--- config.mk ---
export PLATFORM = sky130hd
export DESIGN_NAME = aes_128_sched
export DESIGN_NICKNAME = d
export VERILOG_FILES = /design/src/rtl/aes_128_sched_pkg.sv /design/src/rtl/aes_tag_pipe.sv /design/src/rtl/aes_128_sched.sv
export SDC_FILE = /design/constraint.sdc
export NUM_CORES = 1
export LEC_CHECK = 0
export ABC_AREA = 1
export CAP_MARGIN = 20
export CORE_AREA = 3 3 399 401
export DETAILED_ROUTE_END_ITERATION = 10
export DIE_AREA = 0 0 402 404
export SLEW_MARGIN = 40
export SYNTH_ARGS = -nofsm -noshare
export SYNTH_HDL_FRONTEND = slang
export SYNTH_SLANG_ARGS = --single-unit
--- constraint.sdc ---
create_clock -name clk -period 3.8 [get_ports clk]
set_input_delay 0.57 -clock clk [delete_from_list [all_inputs] [get_ports clk]]
set_output_delay 0.57 -clock clk [all_outputs]
set_load 0.02 [all_outputs]
--- src/rtl/aes_128_sched_pkg.sv ---
// Shared types and defaults for the AES-128 request scheduler.
// Holds the FSM state encoding, default core latency/width and requester id type.
package aes_128_sched_pkg;

   localparam int DEF_LATENCY  = 21;
   localparam int DEF_KEY_BITS = 128;

   typedef enum logic [1:0] {
      ST_IDLE  = 2'd0,
      ST_RUN   = 2'd1,
      ST_DRAIN = 2'd2
   } sched_state_e;

   typedef logic req_id_t;

endpackage

--- src/rtl/aes_tag_pipe.sv ---
// Fixed-depth shift pipeline of {valid, tag} that tracks blocks travelling
// through the AES core so each ciphertext can be matched to its requester.
module aes_tag_pipe #(
   parameter int DEPTH = 22,
   parameter int TAG_W = 1
) (
   input  logic             clk,
   input  logic             rst,
   input  logic             i_valid,
   input  logic [TAG_W-1:0] i_tag,
   output logic             o_valid,
   output logic [TAG_W-1:0] o_tag
);

   genvar gi;
   generate
      for (gi = 0; gi < DEPTH; gi++) begin : g_stage
         logic             r_valid;
         logic [TAG_W-1:0] r_tag;
         logic             w_valid_in;
         logic [TAG_W-1:0] w_tag_in;

         if (gi == 0) begin : g_head
            assign w_valid_in = i_valid;
            assign w_tag_in   = i_tag;
         end else begin : g_body
            assign w_valid_in = g_stage[gi-1].r_valid;
            assign w_tag_in   = g_stage[gi-1].r_tag;
         end

         // Empty slots carry a zero tag so stale ids never linger.
         always_ff @(posedge clk) begin
            if (rst) begin
               r_valid <= 1'b0;
               r_tag   <= '0;
            end else begin
               r_valid <= w_valid_in;
               r_tag   <= w_valid_in ? w_tag_in : '0;
            end
         end
      end
   endgenerate

   assign o_valid = g_stage[DEPTH-1].r_valid;
   assign o_tag   = g_stage[DEPTH-1].r_tag;

endmodule

--- src/rtl/aes_128_sched.sv ---
// Two-requester round-robin front end for a fixed-latency aes_128 core:
// registers the winning operands, tags each block and returns ciphertext in order.
module aes_128_sched
   import aes_128_sched_pkg::*;
#(
   parameter int LATENCY  = DEF_LATENCY,
   parameter int KEY_BITS = DEF_KEY_BITS
) (
   input  logic                clk,
   input  logic                rst,
   input  logic                req0_valid,
   output logic                req0_ready,
   input  logic [KEY_BITS-1:0] req0_state,
   input  logic [KEY_BITS-1:0] req0_key,
   input  logic                req1_valid,
   output logic                req1_ready,
   input  logic [KEY_BITS-1:0] req1_state,
   input  logic [KEY_BITS-1:0] req1_key,
   input  logic                drain,
   output logic [KEY_BITS-1:0] core_state,
   output logic [KEY_BITS-1:0] core_key,
   input  logic [KEY_BITS-1:0] core_out,
   output logic                rsp_valid,
   output logic                rsp_id,
   output logic [KEY_BITS-1:0] rsp_data,
   output logic                busy,
   output logic                drained
);

   localparam int DEPTH = LATENCY + 1;
   localparam int CNT_W = $clog2(LATENCY + 2);

   sched_state_e        r_state;
   sched_state_e        w_state_next;
   req_id_t             r_rr;
   logic [CNT_W-1:0]    r_inflight;
   logic [CNT_W-1:0]    w_inflight_next;
   logic [KEY_BITS-1:0] r_core_state;
   logic [KEY_BITS-1:0] r_core_key;

   logic    w_accept_ok;
   logic    w_grant0;
   logic    w_grant1;
   logic    w_hs;
   req_id_t w_winner;
   logic    w_tag_valid;
   req_id_t w_tag_id;

   // Drain wins over a same-cycle request, and nothing is granted under reset.
   assign w_accept_ok = !rst && !drain && (r_state != ST_DRAIN);
   assign w_grant0    = w_accept_ok && req0_valid && (!req1_valid || (r_rr == 1'b0));
   assign w_grant1    = w_accept_ok && req1_valid && (!req0_valid || (r_rr == 1'b1));
   assign w_hs        = w_grant0 || w_grant1;
   assign w_winner    = w_grant1;

   assign req0_ready = w_grant0;
   assign req1_ready = w_grant1;

   aes_tag_pipe #(
      .DEPTH (DEPTH),
      .TAG_W ($bits(req_id_t))
   ) u_tag_pipe (
      .clk     (clk),
      .rst     (rst),
      .i_valid (w_hs),
      .i_tag   (w_winner),
      .o_valid (w_tag_valid),
      .o_tag   (w_tag_id)
   );

   always_comb begin
      w_inflight_next = r_inflight;
      if (w_hs && !w_tag_valid && (r_inflight != CNT_W'(DEPTH))) begin
         w_inflight_next = r_inflight + CNT_W'(1);
      end else if (!w_hs && w_tag_valid && (r_inflight != '0)) begin
         w_inflight_next = r_inflight - CNT_W'(1);
      end
   end

   always_comb begin
      w_state_next = r_state;
      case (r_state)
         ST_IDLE: begin
            if (drain)     w_state_next = ST_DRAIN;
            else if (w_hs) w_state_next = ST_RUN;
         end
         ST_RUN: begin
            if (drain)                                  w_state_next = ST_DRAIN;
            else if (!w_hs && (w_inflight_next == '0))  w_state_next = ST_IDLE;
         end
         ST_DRAIN: begin
            if (!drain && (r_inflight == '0)) w_state_next = ST_IDLE;
         end
         default: w_state_next = ST_IDLE;
      endcase
   end

   always_ff @(posedge clk) begin
      if (rst) begin
         r_state      <= ST_IDLE;
         r_rr         <= 1'b0;
         r_inflight   <= '0;
         r_core_state <= '0;
         r_core_key   <= '0;
      end else begin
         r_state    <= w_state_next;
         r_inflight <= w_inflight_next;
         if (w_hs) begin
            r_rr         <= ~w_winner;
            r_core_state <= w_grant1 ? req1_state : req0_state;
            r_core_key   <= w_grant1 ? req1_key   : req0_key;
         end
      end
   end

   assign core_state = r_core_state;
   assign core_key   = r_core_key;

   // Ciphertext is passed straight through; the tag says whether it is live.
   assign rsp_valid = w_tag_valid && !rst;
   assign rsp_id    = w_tag_id;
   assign rsp_data  = core_out;
   assign busy      = !rst && (r_inflight != '0);
   assign drained   = !rst && (r_state == ST_DRAIN) && (r_inflight == '0);

endmodule
# Word-level counts from Yosys, hierarchy flattened
# Cells that the tools add are included.
word_totals:
  elab_cells: 144
  reg_bits: 308
  memories: 0
  latchBits: 0
  output_inout_bits: 390
  in_bits: 645
  mem_bits_rw: 0
  romBits: 0
classes:
  n_bitwise: 24
  n_reduce_logical: 52
  multipliers: 0
  div_mod_pow: 0
  addsub: 2
  n_eq_ne: 7
  n_mux: 10
  shift: 0
  order_cmp: 0
ops:
  columns: ["operator", "count"]
  rows:
  - ["128-bit 2-to-1 mux", 2]
  - ["2-bit OR reduction", 22]
  - ["1-bit inverter", 24]
  - ["1-bit logical AND", 16]
  - ["5-bit logical NOT", 2]
  - ["2-bit 2-to-1 mux", 5]
  - ["5-bit 2-to-1 mux", 2]
  - ["1-bit logical NOT", 6]
  - ["2-bit case mux with 3 select lines", 1]
  - ["5-bit by 1-bit adder with 5-bit output, second input constant", 1]
  - ["5-bit inequality test, second input constant", 1]
  - ["5-bit nonzero test", 1]
  - ["5-bit by 1-bit subtractor with 5-bit output, second input constant", 1]
  - ["2-bit inequality test, second input constant", 2]
  - ["1-bit logical OR", 3]
  - ["3-bit by 2-bit inequality test with 1-bit output, second input constant", 1]
  - ["3-bit inequality test, second input constant", 1]
  - ["3-bit AND reduction", 1]
  - ["2-bit by 1-bit equality test with 1-bit output, second input constant", 1]
  - ["2-bit equality test, second input constant", 1]
  - ["2-bit logical NOT", 1]

# Logic depth before layout (Yosys ltp)
# Gate-level depths: netlist of the first run.
logic_depth:
  word_depth: 16
  ltp_mapped: 16

# Modules after synthesis
# From an unflattened synthesis of the first run, not the netlist that was laid out.
hier_totals:
  hier_cells: 1794
  area_unflattened_um2: 13574.3
by_module_without_submodules:
  columns: ["module", "area_each_um2", "instances", "cells_each"]
  rows:
  - ["aes_128_sched", 12326.8, 1, 1659]
  - ["aes_tag_pipe", 1247.4, 1, 135]

# Worst setup path after synthesis of the first run
# Ideal clock, no wire load.
synth_path:
  path_kind: "input -> output"
  startpoint: "input port rst"
  endpoint: "output port req1_ready"
  setup_slack_ns: 1.800
  path_stages: 5
  arrival_ns: 1.430
  n_path_buf: 2
  path_cell_list: "buf_6 > nor2_4 > nand2_4 > nor2_4 > clkbuf_1"
synth_via:
  elab_chain_cells: 5
synth_lines:
  columns: ["element", "line", "text"]
  rows:
  - ["start: declaration", "aes_128_sched.sv:10", "input logic rst,"]
  - ["1-bit logical NOT", "aes_128_sched.sv:50", "assign w_accept_ok = !rst && !drain && (r_state != ST_DRAIN);"]
  - ["1-bit logical AND (2 in a row)", "aes_128_sched.sv:50", null]
  - ["1-bit logical AND (2 in a row)", "aes_128_sched.sv:52", "assign w_grant1 = w_accept_ok && req1_valid && (!req0_valid || (r_rr == 1'b1));"]
  - ["end: declaration", "aes_128_sched.sv:16", "output logic req1_ready,"]
# Every way passes these cells.

# Worst setup path in the final report of the first run
layout_path:
  startpoint: "input port drain"
  endpoint: "output port req1_ready"
layout_via:
  elab_chain_cells: 5
layout_lines:
  columns: ["element", "line", "text"]
  rows:
  - ["start: declaration", "aes_128_sched.sv:19", "input logic drain,"]
  - ["1-bit logical NOT", "aes_128_sched.sv:50", null]
  - ["1-bit logical AND (2 in a row)", "aes_128_sched.sv:50", null]
  - ["1-bit logical AND (2 in a row)", "aes_128_sched.sv:52", null]
# Every way passes these cells.

==> impl_metrics.csv, run 1 <==
group,metric,value,unit
placed_design,place.port_buffers,778,
finish,mostFrequentLayoutCell,"clkdlybuf4s50_1",
routing,vias,15600,
pwr,total_power,9.24,mW
pwr,p_leak,8.08,nW
run,maxCapViolations,0,
pwr,power_density,387,nW/um2
setup_path,cp_max_fo,6,
routing,ant_nets,0,
synthesis,ys_seq_elements,308,
synthesis,synth_edf_count,0,
synthesis,yosysWarnings,0,
floorplanning,dieWidth,402,um
sta,rsz0062_at_grt,"no",
floorplanning,ios,1035,
finish,layout_common_cells,"clkdlybuf4s50_1, o21ai_0, dfxtp_1",
grt,grtUsageTotal,12.8,%
cts,tritoncts,"yes",
sta,slew_violations,0,
grt,grt_max_degree,170,
finish,drive_above_1_share,4.31,%
sta,hold_viol,0,
sta,max_freq,352,MHz
cts,numClockSinks,308,
synthesis,synth_area_leaders,"dfxtp_1, o21ai_0, a21oi_1, nand2_1, buf_4",
synthesis,ys_types,26,
status,status,"finished clean",
pwr,p_switching,2.55,mW
finish,nets,2989,
cts,cts_root_buf,"clkbuf_16",
grt,grt_pass1_vias,15000,
finish,area_growth,77.2,%
sta,hold_slack,0.401,ns
pwr,peakVddDrop,0.000307,V
placed_design,place_congestion,0.868,
pwr,internal_power,6.68,mW
cts,cts_hold_buf,0,
cts,cts_buffer_depth,3,
pwr,power_frac_seq,38.0,%
grt,antenna_found_initial,98,
cts,insertion_delay,0.59,ns
cts,cts_made_buffers,38,
floorplanning,dieArea,162000,um2
setup_path,setup.worst_path.start_class,"primary input",
pwr,pwr-share-clk,43.4,%
routing,post_drt_wl_per_cell,24.7,um
sta,final.period_utilization,74.8,%
hold_path,hold_class,"reg -> reg",
synthesis,synth_area,13500,um2
synthesis,synth_largest_area_cell,"dfxtp_1",
floorplanning,core,156000,um2
routing,route.detailed.drc,0,
pwr,switching_share,27.7,%
floorplanning,initial_core_util,8.63,%
synthesis,async_flop_share,0,%
placed_design,dp_cells,4358,
placed_design,dp_hpwl,91800,um
setup_path,cp.required,3.23,ns
setup_path,path_class,"in -> out",
synthesis,seq_area_frac_synth,45.8,%
finish,instances_no_fill,4440,
grt,grt_pass1_wl,141000,um
synthesis,synth_nets,2427,
grt,overflow,0,
sta,fin_skew,0.0270,ns
synthesis,syn_avg_cell_area,7.58,um2
routing,avgViaCountPerCell,3.51,
synthesis,synth_flop_cell,"dfxtp_1",
cts,ctsResizeCount,0,
synthesis,synth_top_area_share,45.8,%
cts,htreeDepth,2,
routing,routed_wl,110000,um
sta,final-setup-viol-count,0,
sta,period_minus_slack,2.84,ns
cts,path_clk_slew,0.06,ns
sta,tightest_slew,0.854,ns
routing,firstDrtPassIters,5,
sta,relSlewSlack,43.1,%
floorplanning,fp-row-count,145,
sta,setup-tns-final,0,ns
pwr,pwr-share-comb,18.7,%
floorplanning,die_y,404,um
routing,first_iter_violations,1209,
synthesis,postSynthCellCount,1778,
setup_path,endpoint_kind,"primary output",
cts,cts_setup_buffers,0,
setup_path,arrival,2.27,ns
routing by layer:
layer | global-route usage (%) | vias to the layer above | routed length, um
li1 | - | 7045 | -
met1 | 15.2 | 7326 | 43800
met2 | 20.1 | 985 | 49200
met3 | 6.10 | 230 | 12600
met4 | 4.54 | 16 | 4030
met5 | 0 | - | 99
cells by family (layout without fill, tap and decap cells):
logic type               count (synthesis)  in the layout  synth area share, %
adder cells (fa/ha/maj)                  4              4                0.372
flip-flops                             308            308                 45.8
AO/OA/AOI/OAI                          777            777                 29.0
AND/OR/NAND/NOR                        372            372                 11.4
buffers and inverters                  314            905                 13.3
other                                    0             13                    0
XOR/XNOR                                 3              3                0.195
power by group through the flow:
stage	combinational (mW)	sequential, mW	clock [mW]
finish	1.72	3.51	4.00
global route	1.84	3.52	4.28
CTS	1.74	3.51	4.20
detailed placement	1.73	3.57	0
global placement	1.73	3.57	0
floorplan	0.582	3.76	0
state kept, by name (all words and copies together), names as in the netlist:
register                       flops
u_tag_pipe.g_stage.r_tag          20
r_state                            2
core_key                         128
u_tag_pipe.o_valid                 1
r_inflight                         5
u_tag_pipe.o_tag                   1
core_state                       128
u_tag_pipe.g_stage.w_valid_in      1
u_tag_pipe.g_stage.r_valid        20
u_tag_pipe.g_stage.w_tag_in        1
r_rr                               1
area by class of cell:
cell class,count,area [um2]
clock inverters,20,262
diodes,13,32.5
well taps,2058,2570
fillers,17800,132000
flip-flops and latches,308,6170
multi-input cells,1156,5540
clock buffers,49,1090
inverters,39,154
repair buffers,797,8050
path summary, 6_finish.rpt:
kind	start	to	slack, ns	cells past startpoint
worst max-delay path	drain	req1_ready	0.96	5
worst min-delay path	u_tag_pipe.g_stage[11].r_valid	u_tag_pipe.g_stage[12].r_valid	0.40	2
worst max register to register	r_state[0]	core_key[77]	1.59	8
worst min register to register	u_tag_pipe.g_stage[11].r_valid	u_tag_pipe.g_stage[12].r_valid	0.40	2
Yosys cell counts, types with 2 or more instances:
master and count:
ha_1 4, nand2_4 2, nand3_1 16, xor2_1 3, clkbuf_1 80, inv_1 38, nor3_1 3, o21ai_1 95
and3_1 21, buf_6 3, buf_4 139, nand2_1 282, a21oi_1 263, o21ai_0 417, nor2_1 38, dfxtp_1 308
nand2_2 3, nor2_4 4, buf_2 52
worst max-delay path, cell delays in order:
cell             delay (ns)
clkdlybuf4s50_1        0.55
nor2_4                 0.18
nand2_4                0.09
nor2_4                 0.19
clkdlybuf4s50_1        0.67
through the flow:
step | utilization, % | cell area, um2 | setup slack, ns
2_1_floorplan | - | 13500 | 1.80
3_3_place_gp | 14.4 | 22500 | 0.901
6_report | 15.3 | 23900 | 0.958
5_1_grt | 15.3 | 23800 | 0.863
3_5_place_dp | 14.4 | 22500 | 0.849
4_1_cts | 15.3 | 23800 | 0.932
Note: power is estimated with default switching activity, not from simulation.
==> run 2, diff against run 1 <==
- clock period: 3.8 -> 2.8 ns (I/O delays scaled with it)
==> impl_metrics.csv, run 2 (synthesis results as in run 1) <==
group,metric,value,unit
floorplanning,dieWidth,402,um
floorplanning,die_y,404,um
setup_path,cp.required,2.38,ns
cts,insertion_delay,0.61,ns
floorplanning,core,156000,um2
finish,drive_above_1_share,5.10,%
grt,antenna_found_initial,89,
routing,avgViaCountPerCell,3.52,
setup_path,ff2ff_path_depth,16,
cts,cts_buffer_depth,3,
run,maxCapViolations,0,
setup_path,crit_end,"req1_ready",
cts,ctsResizeCount,0,
sta,fin_skew,0.0210,ns
setup_path,r2r_slack,0.84,ns
finish,design_area,24100,um2
grt,grt_use_met2,20.1,%
sta,rsz0062_at_grt,"no",
finish,area_growth,78.7,%
cts,htreeDepth,2,
sta,setup-tns-final,0,ns
setup_path,setup.worst_path.start_class,"primary input",
routing,firstDrtPassIters,5,
cts,cts_hold_buf,0,
sta,max_freq,368,MHz
status,status,"finished clean",
grt,grt_max_degree,164,
setup_path,arrival,2.30,ns
pwr,p_switching,3.57,mW
setup_path,endpoint_kind,"primary output",
pwr,pwr-share-clk,42.3,%
floorplanning,ios,1035,
sta,final.period_utilization,97.0,%
finish,nets,3013,
placed_design,place_congestion,0.882,
pwr,pwr-share-comb,19.3,%
sta,final-setup-viol-count,0,
placed_design,dpl_cell_area,22700,um2
pwr,switching_share,28.8,%
cts,cts_setup_buffers,0,
setup_path,cp_max_fo,6,
placed_design,place.port_buffers,778,
routing,vias,15700,
floorplanning,fp-row-count,145,
setup_path,r2r-start,"r_inflight[0]",
cts,cts_made_buffers,41,
sta,layout_setup_ws,0.0838,ns
grt,grt-busiest-layer,"met2",
grt,grtUsageTotal,12.9,%
cts,numClockSinks,308,
setup_path,rr_endpoint,"r_state[0]",
pwr,peakVddDrop,0.000374,V
grt,grt_pass1_wl,142000,um
setup_path,path_class,"in -> out",
routing,first_iter_violations,1146,
sta,hold_viol,0,
hold_path,hold_class,"in -> reg",
setup_path,critPathLaunch,"drain",
routing,ant_nets,0,
sta,tightest_slew,0.860,ns
cts,tritoncts,"yes",
grt,use_met3,5.89,%
floorplanning,dieArea,162000,um2
floorplanning,initial_core_util,8.63,%
grt,grt_pass1_vias,14900,
pwr,internal_power,8.85,mW
finish,layout_common_cells,"clkdlybuf4s50_1, o21ai_0, dfxtp_1",
pwr,power_frac_seq,38.4,%
finish,num-fill-cells,17800,
routing,route.detailed.drc,0,
finish,mostFrequentLayoutCell,"clkdlybuf4s50_1",
sta,slew_violations,0,
grt,use_met1,15.6,%
cts,cts_root_buf,"clkbuf_16",
cts,path_clk_slew,0.07,ns
grt,overflow,0,
routing,post_drt_wl_per_cell,24.8,um
sta,relSlewSlack,42.7,%
placed_design,dp_hpwl,93200,um
sta,period_minus_slack,2.72,ns
placed_design,pre_cts_slack,0.0259,ns
routing,routed_wl,111000,um
pwr,p_leak,8.18,nW
pwr,power_density,516,nW/um2
run 2: worst max-delay path, cell delays in order:
cell and delay (ns):
clkdlybuf4s50_1 0.66, nor2_4 0.23, nand2_4 0.09, nor2_4 0.21, clkdlybuf4s50_1 0.68
run 2: area by class of cell:
type	instances	area (um2)	area share, %
Clock buffer	56	1180	4.92
Timing Repair Buffer	818	8280	34.4
Tap cell	2058	2570	10.7
Multi-Input combinational cell	1156	5540	23.0
Clock inverter	15	148	0.613
Sequential cell	308	6170	25.6
Inverter	39	154	0.639
Antenna cell	14	35.0	0.146
run 2: worst min-delay path by stage:
stage	from	endpoint	slack [ns]	cells past startpoint
after CTS	req1_state[83]	core_state[83]	0.29	3
after global placement	u_tag_pipe.g_stage[13].r_valid	u_tag_pipe.g_stage[14].r_valid	0.40	2
final	req1_state[83]	core_state[83]	0.36	3
after global routing	req1_state[85]	core_state[85]	0.33	3
after floorplan	u_tag_pipe.g_stage[10].w_valid_in	u_tag_pipe.g_stage[10].r_valid	0.40	2
after detailed placement	u_tag_pipe.g_stage[19].r_valid	u_tag_pipe.g_stage[20].r_valid	0.41	2
run 2: layer usage:
layer	wire, um	vias to the layer above
met4	4130	4
li1	-	7097
met2	49300	981
met1	45100	7416
met5	26	-
met3	12000	217
run 2: metrics by stage:
stage	power, mW	cells	hold slack [ns]	util, %
2_1_floorplan	5.90	1778	0.399	-
3_3_place_gp	7.25	4379	0.401	14.6
3_5_place_dp	7.26	4379	0.408	14.6
4_1_cts	12.7	4450	0.289	15.4
5_1_grt	13.0	4450	0.330	15.4
6_report	12.4	4464	0.361	15.4
run 2: power groups by stage:
stage | Sequential [mW] | Clock [mW] | Combinational (mW)
2_1_floorplan | 5.11 | 0 | 0.790
3_3_place_gp | 4.85 | 0 | 2.40
4_1_cts | 4.76 | 5.47 | 2.43
6_report | 4.76 | 5.26 | 2.40
3_5_place_dp | 4.85 | 0 | 2.41
5_1_grt | 4.79 | 5.61 | 2.56
